## src/rtl/tile_pixel_writer_if.sv

```systemverilog
// ============================================================================
// Module   : tile_pixel_writer_if
// Brief    : Command/pixel/memory-write bundle for the tile pixel writer.
//            Fill signals exist only when TILE_WRITER_FILL_EN is defined.
// Revision : 1.0 - initial release
// ============================================================================
`default_nettype none

interface tile_pixel_writer_if;
    logic        cmd_valid;
    logic        cmd_ready;
    logic [15:0] cmd_tile;
`ifdef TILE_WRITER_FILL_EN
    logic        cmd_fill;
    logic [23:0] fill_color;
`endif
    logic        in_valid;
    logic        in_ready;
    logic [23:0] in_pixel;
    logic        mem_we;
    logic [29:0] mem_addr;
    logic [23:0] mem_wdata;
    logic        done;
    logic        err;
    logic        busy;

    modport master (
        output cmd_valid, cmd_tile, in_valid, in_pixel,
`ifdef TILE_WRITER_FILL_EN
        output cmd_fill, fill_color,
`endif
        input  cmd_ready, in_ready, mem_we, mem_addr, mem_wdata, done, err, busy
    );

    modport slave (
        input  cmd_valid, cmd_tile, in_valid, in_pixel,
`ifdef TILE_WRITER_FILL_EN
        input  cmd_fill, fill_color,
`endif
        output cmd_ready, in_ready, mem_we, mem_addr, mem_wdata, done, err, busy
    );
endinterface

`default_nettype wire

```

## src/rtl/tile_pixel_writer.sv

```systemverilog
// ============================================================================
// Module   : tile_pixel_writer
// Brief    : Writes one TILE_SIZE x TILE_SIZE tile of 24-bit pixels into the
//            tile pixel memory. Optional solid-colour fill: TILE_WRITER_FILL_EN.
// Revision : 1.0 - initial release
// ============================================================================
`default_nettype none

module tile_pixel_writer #(
    parameter int TILE_SIZE = 10
) (
    input  logic               clk,
    input  logic               rst,
    tile_pixel_writer_if.slave bus
);

    localparam int          CW      = (TILE_SIZE > 1) ? $clog2(TILE_SIZE) : 1;
    localparam logic [CW-1:0] c_LAST = CW'(TILE_SIZE - 1);
    localparam logic [29:0] c_TS    = 30'(TILE_SIZE);
    localparam logic [29:0] c_AREA  = 30'(TILE_SIZE * TILE_SIZE);
    localparam logic [15:0] c_BLANK = 16'hffff;

`ifdef TILE_WRITER_FILL_EN
    typedef enum logic [1:0] {
        ST_IDLE = 2'd0,
        ST_LOAD = 2'd1,
        ST_DONE = 2'd2,
        ST_FILL = 2'd3
    } state_t;
`else
    typedef enum logic [1:0] {
        ST_IDLE = 2'd0,
        ST_LOAD = 2'd1,
        ST_DONE = 2'd2
    } state_t;
`endif

    state_t        r_state;
    state_t        w_state_next;
    logic [CW-1:0] r_x;
    logic [CW-1:0] r_y;
    logic [29:0]   r_base;
    logic          r_mem_we;
    logic [29:0]   r_mem_addr;
    logic [23:0]   r_mem_wdata;
    logic          r_done;
    logic          r_err;

    logic          w_cmd_xfer;
    logic          w_cmd_ok;
    logic          w_pix_xfer;
    logic          w_step;
    logic          w_x_last;
    logic          w_last;
    logic [23:0]   w_wdata;
    logic [29:0]   w_addr;
    logic [29:0]   w_base;

    assign w_cmd_xfer = bus.cmd_valid && (r_state == ST_IDLE);
    assign w_cmd_ok   = w_cmd_xfer && (bus.cmd_tile != c_BLANK);
    assign w_pix_xfer = bus.in_valid && (r_state == ST_LOAD);
    assign w_x_last   = (r_x == c_LAST);
    assign w_last     = w_x_last && (r_y == c_LAST);

    // Both products are evaluated in a 30-bit context, giving the mod 2^30 wrap.
    assign w_base = c_AREA * 30'(bus.cmd_tile);
    assign w_addr = r_base + 30'(r_y) * c_TS + 30'(r_x);

`ifdef TILE_WRITER_FILL_EN
    logic [23:0] r_fill_color;

    assign w_step  = w_pix_xfer || (r_state == ST_FILL);
    assign w_wdata = (r_state == ST_FILL) ? r_fill_color : bus.in_pixel;
`else
    assign w_step  = w_pix_xfer;
    assign w_wdata = bus.in_pixel;
`endif

    always_comb begin
        w_state_next = r_state;
        case (r_state)
            ST_IDLE: begin
                if (w_cmd_ok) begin
`ifdef TILE_WRITER_FILL_EN
                    w_state_next = bus.cmd_fill ? ST_FILL : ST_LOAD;
`else
                    w_state_next = ST_LOAD;
`endif
                end
            end
            ST_LOAD: begin
                if (w_pix_xfer && w_last) begin
                    w_state_next = ST_DONE;
                end
            end
`ifdef TILE_WRITER_FILL_EN
            ST_FILL: begin
                if (w_last) begin
                    w_state_next = ST_DONE;
                end
            end
`endif
            ST_DONE: w_state_next = ST_IDLE;
            default: w_state_next = ST_IDLE;
        endcase
    end

    always_ff @(posedge clk) begin
        if (rst) begin
            r_state     <= ST_IDLE;
            r_x         <= '0;
            r_y         <= '0;
            r_base      <= '0;
            r_mem_we    <= 1'b0;
            r_mem_addr  <= '0;
            r_mem_wdata <= '0;
            r_done      <= 1'b0;
            r_err       <= 1'b0;
`ifdef TILE_WRITER_FILL_EN
            r_fill_color <= '0;
`endif
        end else begin
            r_state  <= w_state_next;
            r_mem_we <= w_step;
            r_done   <= w_step && w_last;
            r_err    <= w_cmd_xfer && (bus.cmd_tile == c_BLANK);

            if (w_step) begin
                r_mem_addr  <= w_addr;
                r_mem_wdata <= w_wdata;
                // Wrap both counters on the final pixel so they stay in range.
                if (w_last) begin
                    r_x <= '0;
                    r_y <= '0;
                end else if (w_x_last) begin
                    r_x <= '0;
                    r_y <= r_y + 1'b1;
                end else begin
                    r_x <= r_x + 1'b1;
                end
            end

            if (w_cmd_ok) begin
                r_base <= w_base;
                r_x    <= '0;
                r_y    <= '0;
`ifdef TILE_WRITER_FILL_EN
                r_fill_color <= bus.fill_color;
`endif
            end
        end
    end

    assign bus.cmd_ready = (r_state == ST_IDLE);
    assign bus.in_ready  = (r_state == ST_LOAD);
    assign bus.busy      = (r_state != ST_IDLE);
    assign bus.mem_we    = r_mem_we;
    assign bus.mem_addr  = r_mem_addr;
    assign bus.mem_wdata = r_mem_wdata;
    assign bus.done      = r_done;
    assign bus.err       = r_err;

endmodule

`default_nettype wire
```

## src/flat_wrapper.sv

```systemverilog
// flat-port wrapper written by rule: the top's interface ports become plain ports
module tile_pixel_writer_flat 
#(
    parameter int TILE_SIZE = 10
)
  (clk, rst, bus_cmd_valid, bus_cmd_tile, bus_in_valid, bus_in_pixel, bus_cmd_ready, bus_in_ready, bus_mem_we, bus_mem_addr, bus_mem_wdata, bus_done, bus_err, bus_busy);
  tile_pixel_writer_if bus_i ();
  input  logic clk;
  input  logic rst;
  input wire logic [$bits(bus_i.cmd_valid)-1:0] bus_cmd_valid;
  input wire logic [$bits(bus_i.cmd_tile)-1:0] bus_cmd_tile;
  input wire logic [$bits(bus_i.in_valid)-1:0] bus_in_valid;
  input wire logic [$bits(bus_i.in_pixel)-1:0] bus_in_pixel;
  output wire logic [$bits(bus_i.cmd_ready)-1:0] bus_cmd_ready;
  output wire logic [$bits(bus_i.in_ready)-1:0] bus_in_ready;
  output wire logic [$bits(bus_i.mem_we)-1:0] bus_mem_we;
  output wire logic [$bits(bus_i.mem_addr)-1:0] bus_mem_addr;
  output wire logic [$bits(bus_i.mem_wdata)-1:0] bus_mem_wdata;
  output wire logic [$bits(bus_i.done)-1:0] bus_done;
  output wire logic [$bits(bus_i.err)-1:0] bus_err;
  output wire logic [$bits(bus_i.busy)-1:0] bus_busy;
  assign bus_i.cmd_valid = bus_cmd_valid;
  assign bus_i.cmd_tile = bus_cmd_tile;
  assign bus_i.in_valid = bus_in_valid;
  assign bus_i.in_pixel = bus_in_pixel;
  assign bus_cmd_ready = bus_i.cmd_ready;
  assign bus_in_ready = bus_i.in_ready;
  assign bus_mem_we = bus_i.mem_we;
  assign bus_mem_addr = bus_i.mem_addr;
  assign bus_mem_wdata = bus_i.mem_wdata;
  assign bus_done = bus_i.done;
  assign bus_err = bus_i.err;
  assign bus_busy = bus_i.busy;
  tile_pixel_writer #(.TILE_SIZE(TILE_SIZE)) u_core (.clk(clk), .rst(rst), .bus(bus_i));
endmodule
```

## config.mk

```make
export PLATFORM = sky130hd
export DESIGN_NAME = tile_pixel_writer_flat
export DESIGN_NICKNAME = d
export VERILOG_FILES = /design/src/rtl/tile_pixel_writer_if.sv /design/src/rtl/tile_pixel_writer.sv /design/src/flat_wrapper.sv
export SDC_FILE = /design/constraint.sdc
export NUM_CORES = 1
export LEC_CHECK = 0
export CAP_MARGIN = 10
export CORE_MARGIN = 2
export CORE_UTILIZATION = 40
export DETAILED_ROUTE_END_ITERATION = 10
export PLACE_DENSITY_LB_ADDON = 0.05
export SETUP_SLACK_MARGIN = 0.1
export SKIP_LAST_GASP = 1
export SYNTH_ARGS = -nofsm -noshare
export SYNTH_HDL_FRONTEND = slang
export SYNTH_SLANG_ARGS = --single-unit
```

## constraint.sdc

```tcl
create_clock -name clk -period 8.7 [get_ports clk]
set_input_delay 0.87 -clock clk [delete_from_list [all_inputs] [get_ports clk]]
set_output_delay 0.87 -clock clk [all_outputs]
set_load 0.03 [all_outputs]
```

-- Yosys cells after proc, flatten, opt, wreduce, memory -nomap -nowiden
Index checks and enable logic that the tools add are counted.
- flip-flop bits (word level): 88
- input bits: 44
- output and inout port bits: 60
- logic and storage cells: 41
- add/subtract/negate cells: 4
- $mul: 2
- eq/ne operators: 7
- multiplexer cells: 7
- reduce and logical (&&, ||, !) cells: 12
- operator list (cell ; number):
    $add 30x4->30 ; 1
    $add 23x8->24 ; 1
    $mul 5x16->21 const A ; 1
    $eq 16x16->1 const B ; 1
    $mux 4 ; 4
    $ne 16x16->1 const B ; 1
    $add 4x1->4 const B ; 2
    $eq 4x4->1 const B ; 2
    $mul 4x3->7 const B ; 1
    $logic_and 1x1->1 ; 6
    $mux 2 ; 2
    $ne 2x1->1 const B ; 2
    $pmux 2 s2 ; 1
    $reduce_and 2->1 ; 2
    $reduce_bool 2->1 ; 2
    $eq 2x1->1 const B ; 1
    $logic_not 2->1 ; 1
    $reduce_or 2->1 ; 1

-- Longest topological paths before layout
Gate-level depths: netlist of run 1.
- word-level depth: 5
- gate-level depth with buffers: 15

-- Worst setup path before layout of run 1
OpenSTA, ideal clock, no wires.
- path type: input-to-reg
- start: input bus_cmd_tile[2]
- end: register u_core.r_base[17]
- setup time: 138 ps
- arrival: 3671 ps
- path slack: 4891 ps
- stages on the path: 13
- path buffers: 0
- path through: ha_1 ha_1 inv_1 fa_1 inv_1 ha_1 a21oi_1 nor2b_1 o21a_1 o41ai_1 o21a_1 xor2_1 a21oi_1
- cells in the longest elaborated chain, start to end: 2
- elaborated cells on any way between the ends: 3
- classes of those cells: mul: 1; eq/ne: 1; reduce/logical: 1
- ends and longest elaborated chain (element ; line ; text):
    start: declaration ; flat_wrapper.sv:11 ; input wire logic [$bits(bus_i.cmd_tile)-1:0] bus_cmd_tile;
    branches (longest 2 deep; another with $mul 5x16->21) ; - ;
    end signal: assignment ; tile_pixel_writer.sv:144 ; r_base <= w_base;
    end: declaration ; tile_pixel_writer.sv:42 ; logic [29:0] r_base;
Parallel ways; which one is timed is not known.
A chain may end at the register's enable or synchronous reset.

-- Worst setup path in the final report of run 1
- start: input bus_cmd_tile[3]
- end: register u_core.r_base[17]
The elaborated chain is that of the path after synthesis.

==> impl_metrics.tcl, run 1 <==
set metrics [dict create \
    ys_types 64 \
    gp_congestion 0.912 \
    finalHoldViolations 0 \
    routed-wl-met3_um 695 \
    routed_wirelength_um 12900 \
    antenna_found_initial 0 \
    crit_start "bus_cmd_tile[3]" \
    finalMaxSlewViolations 0 \
    power_density_nw_per_um2 170 \
    die_area_um2 15400 \
    gr-usage-all-layers_pct 17.2 \
    status "finished, final reports clean" \
    gr-total-overflow 0 \
    r2r_slack_ns 4.48 \
    end_kind "register" \
    cts_num_sinks 83 \
    setup_violations 0 \
    fin_crit_ns 4.28 \
    cts_tree "yes" \
    drtPass1Iterations 4 \
    synthAdderAreaFrac_pct 20.5 \
    grt_pass1_vias 4609 \
    worst_pin_slew_ns 0.920 \
    wl_met2_um 5730 \
    synth_flop_cell "dfxtp_1" \
    cts_inserted_buffers 9 \
    top_layer "met4" \
    clkTransAtPathRegs_ns 0.06 \
    vias 4877 \
    cts_root_buffer "clkbuf_16" \
    cts-resized-gates 0 \
    worstSetupPathType "primary input to register" \
    synth_cells 689 \
    r2r_start "u_core.r_y[1]" \
    grt_start_max_net_pins 58 \
    postCtsSetupBuffers 0 \
    boundaryPins 104 \
    post-place-ws_ns 4.06 \
    drive_gt1_share_pct 4.21 \
    synthArstFlopShare_pct 0 \
    finalSetupTns_ns 0 \
    ys_ff_latch 83 \
    rows 43 \
    synth_compound_area_share_pct 18.6 \
    hold_path.class "register to register" \
    relSlewSlack_pct 38.0 \
    die_height_um 124 \
    synth_mux_area_share_pct 0.348 \
    drv_cap 0 \
    worstSkewPairLatency_ns 0.33 \
    synth_top_area_cell "dfxtp_1" \
    cp.arrival_ns 4.47 \
    dp_hpwl_um 10100 \
    cts_hold_buf 0 \
    rr_endpoint "u_core.bus.mem_addr[21]" \
    coreArea_um2 14000 \
    syn_area_um2 5760 \
    drt-initial-drc-count 167 \
    synth_edf_count 0 \
    yosysSeqAreaShare_pct 28.9 \
    endpoint "u_core.r_base[17]" \
    crit_required_ns 8.89 \
    synth_simple_gate_area_share_pct 18.6 \
    n_antenna_cell 0 \
    setup_ws_ns 4.42 \
    synth-xor-area-share_pct 6.52 \
    rsz0062_at_grt "no" \
    wire_per_inst_um 13.4 \
    wl_met1_um 6320 \
    peakVddDrop_v 0.0000960 \
    max_freq_mhz 234 \
    start_util_pct 41.2 \
    syn_avg_cell_area_um2 8.36 \
    yosysMostFrequentCell "nand2_1" \
    p_leak_nw 3.06 \
    die_x_um 124 \
    cp_max_fo 3 \
    yosys-top-cells-count "92 x nand2_1, 83 x dfxtp_1, 72 x ha_1" \
    synth_area_leaders "dfxtp_1 29%, ha_1 16%, nand2_1 6.0%" \
    drc 0 \
    ant_nets 0 \
    finalNetCount 909 \
    netlist.area_leader.share_pct 28.9 \
    htreeDepth 3 \
    rr_worst_depth 13 \
    post-route-util_pct 51.5 \
    synth_top_family_by_area "adder cells" \
    grt_pass1_wl_um 21300 \
    fill_cells 1345 \
    period_share_pct 49.2 \
    syn_to_final_growth_pct 25.1 \
    cts.path.max_buffers 2 \
    routed_via_density 5.06 \
    fin_worst_skew_ns 0.00707 \
    port_buffers 98 \
    yosys_warnings 0 \
    start_kind "primary input" \
]
[placed cells by master (no fill, tap or decap), types with 15 or more instances in the layout]
cell             count
dfxtp_1             83
a21oi_1             64
ha_1                72
nand2_1             92
inv_1               65
nor2_1              45
xnor2_1             31
nand3_1             15
clkdlybuf4s50_1     97
o21ai_0             16
[worst min-delay path by stage]
stage | slack (ns) | from | endpoint | cells after the start
after floorplan | 0.46 | u_core.r_base[2] | u_core.r_base[2] | 1
after global placement | 0.44 | u_core.bus.mem_addr[11] | u_core.bus.mem_addr[11] | 2
after detailed placement | 0.45 | u_core.bus.mem_addr[9] | u_core.bus.mem_addr[9] | 2
after CTS | 0.45 | u_core.bus.mem_addr[9] | u_core.bus.mem_addr[9] | 2
after global routing | 0.47 | u_core.bus.mem_wdata[18] | u_core.bus.mem_wdata[18] | 2
final | 0.45 | u_core.bus.mem_addr[12] | u_core.bus.mem_addr[12] | 2
[worst max-delay path, cell delays in order]
cell             delay [ns]
clkdlybuf4s50_1        0.52
ha_1                   0.25
ha_1                   0.29
inv_1                  0.05
fa_1                   0.50
inv_1                  0.04
ha_1                   0.32
a21oi_1                0.21
nor2b_1                0.08
o21a_1                 0.20
o41ai_1                0.61
o21a_1                 0.29
xor2_1                 0.16
a21oi_1                0.08
[routing by layer]
layer | up-vias | track usage, %
li1 | 2569 | -
met1 | 2179 | 22.3
met4 | 0 | 5.20
met2 | 119 | 29.4
met5 | - | 0
met3 | 10 | 2.70
[logic make-up (layout without fill, tap and decap cells)]
kind of cell               count (synthesis)  count (layout)
and+or+nand+nor                          223             223
adders and majority gates                 86              86
DFF                                       83              83
buffers and inverters                     93             183
xor gates and xnor gates                  42              42
other                                      1               5
AOI/OAI and AO/OA                        159             159
muxes                                      2               2
[stage by stage]
stage	hold slack [ns]	cell area [µm²]	power (mW)	std cells
detailed placement	0.446	6890	0.840	948
global placement	0.440	6890	0.836	948
global route	0.470	7200	1.31	963
CTS	0.452	7200	1.24	963
finish	0.449	7200	1.22	963
floorplan	0.456	5770	0.731	693
[flip-flops by register name (all words and copies together) (netlist names)]
name,count
u_core.r_x,4
u_core.bus.mem_addr,25
u_core.r_y,4
u_core.bus.done,1
u_core.bus.mem_we,1
u_core.r_state,2
u_core.bus.mem_wdata,24
u_core.r_base,21
u_core.bus.err,1
[area by class of cell]
class,instances,area [µm²],share of cell area (%)
multi-input cells,517,3740,52.0
well taps,180,225,3.13
clock inverters,3,46.3,0.643
clock buffers,12,267,3.70
flip-flops and latches,83,1660,23.1
inverters,65,244,3.39
repair buffers,103,1010,14.1
[where the power goes]
part,total [mW],switching [mW],leakage [nW],internal (mW)
sequential,0.443,0.0331,0.677,0.410
clock,0.390,0.146,0.151,0.245
combinational,0.388,0.214,2.23,0.175
total,1.22,0.392,3.06,0.830
(Power assumes the default switching activity.)
==> run 2, diff against run 1 <==
==> constraint.sdc (replaced) <==
create_clock -name clk -period 3.85 [get_ports clk]
set_input_delay 0.385 -clock clk [delete_from_list [all_inputs] [get_ports clk]]
set_output_delay 0.385 -clock clk [all_outputs]
set_load 0.03 [all_outputs]
==> impl_metrics.tcl, run 2 (synthesis gave the netlist of run 1 again) <==
set metrics [dict create \
    routed_via_density 5.02 \
    worst_pin_slew_ns 0.974 \
    rsz0062_at_grt "no" \
    die_height_um 124 \
    layout_commonest_cell "clkdlybuf4s50_1" \
    fin_crit_ns 3.63 \
    finalHoldViolations 0 \
    worstSetupPathType "register to register" \
    grt_start_max_net_pins 47 \
    peakVddDrop_v 0.000205 \
    drive_gt1_share_pct 11.1 \
    setup_violations 0 \
    p_leak_nw 3.30 \
    n_antenna_cell 0 \
    r2r_slack_ns 0.22 \
    wire_per_inst_um 13.4 \
    worstSkewPairLatency_ns 0.34 \
    finalMaxSlewViolations 0 \
    cp.arrival_ns 3.86 \
    cts_tree "yes" \
    cp_max_fo 3 \
    port_buffers 98 \
    drc 0 \
    finalNetCount 954 \
    crit_start "u_core.r_y[1]" \
    cts_num_sinks 83 \
    gp_congestion 0.862 \
    dp_hpwl_um 10600 \
    status "finished, final reports clean" \
    die_area_um2 15400 \
    grt_pass1_wl_um 22100 \
    die_x_um 124 \
    grt_pass1_vias 4810 \
    relSlewSlack_pct 34.4 \
    crit_required_ns 4.08 \
    gr-usage-all-layers_pct 18.0 \
    start_kind "register" \
    cts_hold_buf 0 \
    setup_ws_ns 0.216 \
    cts_inserted_buffers 9 \
    mostFrequentLayoutCells "97 x clkdlybuf4s50_1, 92 x nand2_1, 83 x dfxtp_1" \
    ant_nets 0 \
    largest_reg_flops 25 \
    fin_worst_skew_ns 0.00573 \
    power_density_nw_per_um2 382 \
    period_share_pct 94.4 \
    max_freq_mhz 275 \
    rows 43 \
    start_util_pct 41.2 \
    fill_cells 1327 \
    antenna_found_initial 0 \
    post-route-util_pct 54.6 \
    hold_path.class "primary input to register" \
    power_mw 2.91 \
    coreArea_um2 14000 \
    cts_root_buffer "clkbuf_16" \
    r2r_start "u_core.r_y[1]" \
    drt-initial-drc-count 212 \
    cts.path.max_buffers 2 \
    gr-total-overflow 0 \
    boundaryPins 104 \
    htreeDepth 3 \
    drtPass1Iterations 6 \
    post-place-ws_ns -0.127 \
    hold_start "rst" \
    vias 5062 \
    drv_cap 0 \
    clkTransAtPathRegs_ns 0.06 \
    routed_wirelength_um 13500 \
    syn_to_final_growth_pct 32.6 \
    end_kind "register" \
]
## run 2: worst paths after layout
path | end | cells after the start
worst max register to register | u_core.bus.mem_addr[21] | 13
worst min-delay path | u_core.bus.mem_addr[23] | 4
worst max-delay path | u_core.bus.mem_addr[21] | 13
worst min register to register | u_core.bus.mem_addr[9] | 2
## run 2: report_power, final
group	switching, mW	leakage, nW	internal (mW)
Sequential	0.0767	0.677	0.927
Clock	0.360	0.156	0.572
Combinational	0.510	2.47	0.468
Total	0.947	3.30	1.97
## run 2: what timing repair did
item	4_1_cts	5_1_grt
buffers inserted	0	6
pin swaps	1	12
gates resized for setup	2	14
endpoints found under the setup margin	6	12
## run 2: layer usage
| layer | up-vias | track usage, % | wire length, µm |
|---|---|---|---|
| met5 | - | 0 | 0 |
| met2 | 127 | 31.1 | 6340 |
| met1 | 2265 | 23.2 | 6230 |
| li1 | 2656 | - | - |
| met3 | 14 | 2.11 | 799 |
| met4 | 0 | 6.53 | 146 |
## run 2: layout make-up
class / instances / area, µm² / share of cell area, %
clock inverters: 7 / 98.8 / 1.30
clock buffers: 9 / 225 / 2.95
repair buffers: 148 / 1350 / 17.7
inverters: 65 / 244 / 3.20
flip-flops and latches: 83 / 1660 / 21.8
well taps: 180 / 225 / 2.95
multi-input cells: 517 / 3830 / 50.1
## run 2: worst max-delay path, cell delays in order, from the launching register on
cell and delay, ns:
dfxtp_1 0.32, ha_1 0.30, ha_2 0.20, fa_2 0.35, xor2_2 0.16, ha_1 0.35, a211oi_4 0.29, o21ai_2 0.12
or4_1 0.56, o41ai_2 0.09, o22a_2 0.24, nand3_2 0.08, and3_1 0.15, a311o_1 0.31
## run 2: stage by stage
step                hold WS [ns]  std cells  setup TNS [ns]  area [µm²]
finish                     0.378       1009               0        7630
global route               0.394       1009               0        7630
global placement           0.441        987         -0.0905        7180
CTS                        0.368       1003               0        7510
detailed placement         0.446        987          -0.174        7180
floorplan                  0.456        693               0        5770
